$ cat config.mk
export PLATFORM = sky130hd
export DESIGN_NAME = serial_adder
export DESIGN_NICKNAME = d
export VERILOG_FILES = /design/src/rtl/serial_adder_pkg.sv /design/src/rtl/full_adder_mux.sv /design/src/rtl/serial_adder.sv
export SDC_FILE = /design/constraint.sdc
export NUM_CORES = 1
export LEC_CHECK = 0
export CORE_AREA = 2 2 55 57
export CTS_CLUSTER_DIAMETER = 30
export DETAILED_ROUTE_END_ITERATION = 6
export DIE_AREA = 0 0 57 59
export PLACE_DENSITY = 0.85
export SLEW_MARGIN = 15
export SYNTH_ARGS = -nofsm -noshare
export SYNTH_HDL_FRONTEND = slang
export SYNTH_SLANG_ARGS = --single-unit
$ cat constraint.sdc
create_clock -name clk -period 2.9 [get_ports clk]
set_input_delay 0.58 -clock clk [delete_from_list [all_inputs] [get_ports clk]]
set_output_delay 0.58 -clock clk [all_outputs]
set_load 0.02 [all_outputs]
$ cat src/rtl/serial_adder_pkg.sv
// Shared definitions for the bit-serial adder: state encoding, default width
// and the 2:1 multiplexer primitive used to build the full adder.
package serial_adder_pkg;

    localparam int unsigned DEFAULT_N = 8;

    typedef enum logic [1:0] {
        IDLE = 2'd0,
        ADD  = 2'd1,
        FIN  = 2'd2
    } state_e;

    function automatic logic mux2(input logic sel, input logic d0, input logic d1);
        return sel ? d1 : d0;
    endfunction

endpackage

$ cat src/rtl/full_adder_mux.sv
// Purely combinational 1-bit full adder built only from 2:1 multiplexers.
module full_adder_mux
    import serial_adder_pkg::*;
(
    input  logic a_i,
    input  logic b_i,
    input  logic c_i,
    output logic s_o,
    output logic co_o
);

    logic axb;

    // When a and b differ the carry propagates c; otherwise a (== b) is the carry.
    assign axb  = mux2(a_i, b_i, ~b_i);
    assign s_o  = mux2(axb, c_i, ~c_i);
    assign co_o = mux2(axb, a_i, c_i);

endmodule

$ cat src/rtl/serial_adder.sv
// Bit-serial adder: one operand bit pair per cycle through a single full adder,
// LSB first, result assembled by shifting into the top of the sum register.
module serial_adder
    import serial_adder_pkg::*;
#(
    parameter int unsigned N = DEFAULT_N
) (
    input  logic         clk,
    input  logic         rst_n,
    input  logic         start,
    input  logic [N-1:0] a,
    input  logic [N-1:0] b,
    input  logic         cin,
    output logic         busy,
    output logic         done,
    output logic [N-1:0] sum,
    output logic         cout
);

    localparam int unsigned    CW   = (N > 1) ? $clog2(N) : 1;
    localparam logic [CW-1:0] LAST = CW'(N - 1);

    state_e          state_q, state_d;
    logic [N-1:0]    ra_q, ra_d;
    logic [N-1:0]    rb_q, rb_d;
    logic [N-1:0]    sum_q, sum_d;
    logic            carry_q, carry_d;
    logic            cout_q, cout_d;
    logic [CW-1:0]   count_q, count_d;

    logic            fa_s;
    logic            fa_co;

    full_adder_mux u_fa (
        .a_i  (ra_q[0]),
        .b_i  (rb_q[0]),
        .c_i  (carry_q),
        .s_o  (fa_s),
        .co_o (fa_co)
    );

    always_comb begin
        state_d = state_q;
        ra_d    = ra_q;
        rb_d    = rb_q;
        sum_d   = sum_q;
        carry_d = carry_q;
        cout_d  = cout_q;
        count_d = count_q;

        case (state_q)
            IDLE, FIN: begin
                // FIN accepts start like IDLE so operations can run back-to-back.
                if (start) begin
                    state_d = ADD;
                    ra_d    = a;
                    rb_d    = b;
                    carry_d = cin;
                    count_d = '0;
                    sum_d   = '0;
                end else begin
                    state_d = IDLE;
                end
            end
            ADD: begin
                ra_d    = ra_q >> 1;
                rb_d    = rb_q >> 1;
                sum_d   = {fa_s, sum_q[N-1:1]};
                carry_d = fa_co;
                if (count_q == LAST) begin
                    state_d = FIN;
                    cout_d  = fa_co;
                end else begin
                    count_d = count_q + 1'b1;
                end
            end
            default: state_d = IDLE;
        endcase
    end

    always_ff @(posedge clk or negedge rst_n) begin
        if (!rst_n) begin
            state_q <= IDLE;
            ra_q    <= '0;
            rb_q    <= '0;
            sum_q   <= '0;
            carry_q <= 1'b0;
            cout_q  <= 1'b0;
            count_q <= '0;
        end else begin
            state_q <= state_d;
            ra_q    <= ra_d;
            rb_q    <= rb_d;
            sum_q   <= sum_d;
            carry_q <= carry_d;
            cout_q  <= cout_d;
            count_q <= count_d;
        end
    end

    assign busy = (state_q == ADD);
    assign done = (state_q == FIN);
    assign sum  = sum_q;
    assign cout = cout_q;

endmodule

Yosys cells after proc, flatten, opt, wreduce, memory -nomap -nowiden
Cells that the tools add are included.
Operators by class
  equal/unequal tests: 6
  add/sub/neg operators: 1
  reduce and logical (&&, ||, !) cells: 6
  multiplexer cells: 17
  bitwise gates (word level): 2
Operator list (number)
  $pmux W8 S2: 3
  $mux W8: 3
  $mux W3: 2
  $pmux W3 S2: 1
  $mux W1: 5
  $ne A2 B2 Y1 const B: 2
  $pmux W2 S2: 1
  $reduce_and A2 Y1: 2
  $add A3 B1 Y3 const B: 1
  $eq A3 B3 Y1 const B: 1
  $reduce_and A3 Y1: 1
  $eq A2 B1 Y1 const B: 1
  $eq A2 B2 Y1 const B: 1
  $logic_not A2 Y1: 1
  $mux W2: 1
  $ne A2 B1 Y1 const B: 1
  $not A1 Y1: 2
  $pmux W1 S2: 1
  $reduce_bool A2 Y1: 1
  $reduce_or A2 Y1: 1
Storage, ports and cells
  input port bits: 20
  logic and storage cells: 39
  flip-flop bits (word level): 31
  output and inout bits: 11

Logic depth before layout (Yosys ltp)
  depth in word-level cells: 4
  gate-level depth with buffers: 6
  mapped depth without buffers: 5

Hierarchy
A second synthesis with hierarchy kept.
Unflattened totals
  cell total of the unflattened synthesis: 144
  area total of the unflattened synthesis: 1597.8 um^2
By module, submodules not included
  serial_adder: area an instance 1564.0 um^2, sequential area each 775.7 um^2, instances 1, cells each 142
  full_adder_mux: area an instance 33.8 um^2, sequential area each 0.0 um^2, instances 1, cells each 2

Worst setup path before layout
Ideal clock, no wire load.
  path kind: reg2reg
  start point: register count_q[0]
  end point: register count_q[0]
  clock period less this slack: 1.461 ns
  path buffers: 1
  library setup time: 0.122 ns
  data arrival time: 1.339 ns
  data required time: 2.778 ns
  setup slack: 1.439 ns
  stages on the path, launching flop included: 7
  cell sequence: dfrtp_1 > ha_1 > ha_1 > or3b_1 > buf_2 > nand3_1 > o21ai_1
Between the ends
  cells in the longest elaborated chain, start to end: 3
  elaborated cells on any way between the ends: 6
  those cells by class: add/sub: 1; eq/ne: 2; mux: 2; reduce/logical: 1
RTL lines
  start: declaration: line serial_adder.sv:29  | logic [CW-1:0] count_q, count_d;
  start signal: assignment: line serial_adder.sv:97  | count_q <= count_d;
  $add A3 B1 Y3 / $eq A3 B3 Y1 (equally long branches): line serial_adder.sv:74, serial_adder.sv:70
  $mux W3 / $ne A2 B2 Y1 (equally long branches)
  $pmux W3 S2 / $reduce_and A3 Y1 (equally long branches)
Parallel ways exist; a longest one is shown, timed or not. The select of a mux whose other input is x is not followed.
A chain may end at the register's enable or synchronous reset.

Worst setup path in the final report
  start point: register state_q[1]
  end point: output port busy
Between the ends
  cells in the longest elaborated chain, start to end: 1
RTL lines
  start: declaration: line serial_adder.sv:23  | state_e state_q, state_d;
  start signal: assignment: line serial_adder.sv:91  | state_q <= state_d;
  $eq A2 B1 Y1: line serial_adder.sv:101  | assign busy = (state_q == ADD);
  end: declaration: line serial_adder.sv:14  | output logic busy,
No other way between the ends.

==> metrics.txt <==
GRT overflow 0; fin nets 184; largest net degree at the start of global routing 32; Final Setup Violations 0; Sum Neg Setup Slack 0 ns; vias in the first global route 1066; I/O Pins 31; PnR worst setup slack 0.605 ns; CTS Sinks 31; worst stage delay on the critical path 0.64 ns; Hold WC Path Type reg -> reg; Post-Syn Nets 154; Hold Vio Cnt, Final 0; FF-to-FF End count_q[1]; RSZ-0062 raised after global routing no; Period minus WS final 2.30 ns; routed vias 1058; Post-route DRC 0; Pwr per Cell Area 1130 nW/um^2; PostCTS Resize Cnt 0; Die X 57 microns; Cell variety after synth 22; ANT cells 0; Yosys reg bits 31; Setup crit end kind output port; Arr. time, crit path 1.72 ns; # rows 19; clock latency reported for the late side of the worst-skew pair 0.34 ns; post-DP HPWL 1920 microns; status finished, final reports clean; Highest Clock Rate 0.436 GHz; core area 2710 sq um; Post-Synthesis Cells 132; wirelength, routed 2710 microns; Post-CTS Setup Inserts 0; Port Buf Inserts 30; via/cell ratio 5.45; Initial Utilization 0.499; H-tree depth 2; Post-DRT Antenna Nets 0; DR pass1 iterations 4; origin of the worst min-delay path count_q[0]; most frequent cells in the layout dfrtp_1, clkdlybuf4s50_1, nand2_1; Post-CTS Hold Fix Bufs 0; internal reg-to-reg setup slack 1.31 ns; clk buf depth 2; WP data required 2.32 ns; Clock Skew 0.0159 ns; max_slew headroom 0.574; number of CTS-inserted buffers 5; CTS tree yes; layer with the highest usage met2; maxcap violations 0; FF-to-FF path depth 5; initial antenna violation count 0; Global Route met3 Usage 0.0677; area grow syn2layout 27.8%; GP Congestion 0.785; crit-path cells nand2b_1 -> inv_2 -> clkdlybuf4s50_1; clk slew on worst S/H paths 0.09 ns; first-pass GRT wire length 4650 microns; Crit Path Category reg -> out; Max VDD drop 0.728 mV; CTS root buffer clkbuf_4; total global routing track utilization 0.183; Initial DRC Count 26; DP Worst Slack 0.912 ns; layout cells sized above 1 0.0920; yosys warns 0; Lkg Pwr 0.771 nW; CP Launch Type flop; worst slew pin tran 0.638 ns; Avg Cell Area, Syn 10.2 sq um; leading cell type in the layout, fill and taps excluded dfrtp_1; sequential share of the synthesized area 0.574; cell depth of the worst hold path 1; ratio of final minimum period to clock period 0.791; fin. max-slew vios 0; Critical R2R Launch count_q[0]; grt met1 use 0.229; die area 3360 sq um; cell area after synthesis 1350 sq um; chip height 59 microns; M2 GR Usage 0.309; Worst path slowest cell clkdlybuf4s50_1; CP max FO 12; wire length per cell 14.0 microns; Hold Path End count_q[0]
Yosys cell counts (all sizes together):
library cell   n  area share
or3b           1      0.0065
nand2         29       0.080
and2           2      0.0092
nand3          3       0.011
buf           10       0.053
nor2b          2      0.0092
xnor2          2       0.013
inv            3      0.0083
nand2b         2      0.0092
ha             2       0.018
a221o          1      0.0074
mux2           1      0.0083
nor2          15       0.043
maj3           1      0.0083
a22o          10       0.065
a31oi         14       0.065
o21ai          3       0.011
dfrtp         31        0.57
how the worst max path moves through the flow:
stage               cells after the start  slack [ns]          to        from
global placement                        5        0.94     carry_q       start
CTS                                     3        0.59        busy  state_q[1]
detailed placement                      5        0.91     carry_q       start
global route                            3        0.49        busy  state_q[1]
finish                                  3        0.60        busy  state_q[1]
floorplan                               6        1.44  count_q[0]  count_q[0]
cells by family after synthesis:
kind of cell / Yosys count / share of synthesized area
XOR/XNOR: 2 / 0.0130
AO/OA/AOI/OAI: 28 / 0.148
AND/OR/NAND/NOR: 54 / 0.169
flip-flops: 31 / 0.574
multiplexers: 1 / 0.00833
buffers and inverters: 13 / 0.0610
adder cells (fa/ha/maj): 3 / 0.0268
layer usage:
metal	part of all wire	routed length, microns	vias up
li1	-	-	512
met1	0.45	1210	505
met2	0.48	1300	37
met3	0.065	175	4
met4	0.010	27	0
met5	0	0	-
flip-flops by register name, indices dropped and copies added (netlist names):
signal   flops
count_q      3
state_q      2
carry_q      1
sum          8
ra_q         8
cout         1
rb_q         8
power breakdown:
part / internal, mW / switching (mW) / leakage (nW)
combinational: 0.395 / 0.444 / 0.351
sequential: 0.634 / 0.136 / 0.372
clock: 0.204 / 0.149 / 0.0482
cell type report:
cell class,instances,area [sq um]
inverters,3,11.3
clock buffers,6,51.3
multi-input cells,88,494
well taps,31,38.8
fillers,250,981
clock inverters,2,35.0
flip-flops and latches,31,776
repair buffers,33,323
critical path: cells and delay by family (launching register included):
family,cells,cell delay (ns)
flops,1,0.40
simple gates,1,0.18
buf+inv,2,0.81
stage by stage:
step	hold slack [ns]	instance area [sq um]	power [mW]	utilization	cells
2_1_floorplan	0.284	1350	1.38	-	132
3_3_place_gp	0.468	1640	1.57	0.606	186
3_5_place_dp	0.484	1640	1.63	0.606	186
4_1_cts	0.499	1730	1.98	0.638	194
5_1_grt	0.534	1730	2.12	0.638	194
6_report	0.492	1730	1.96	0.638	194
No activity file was read; power rests on OpenSTA's default activity.
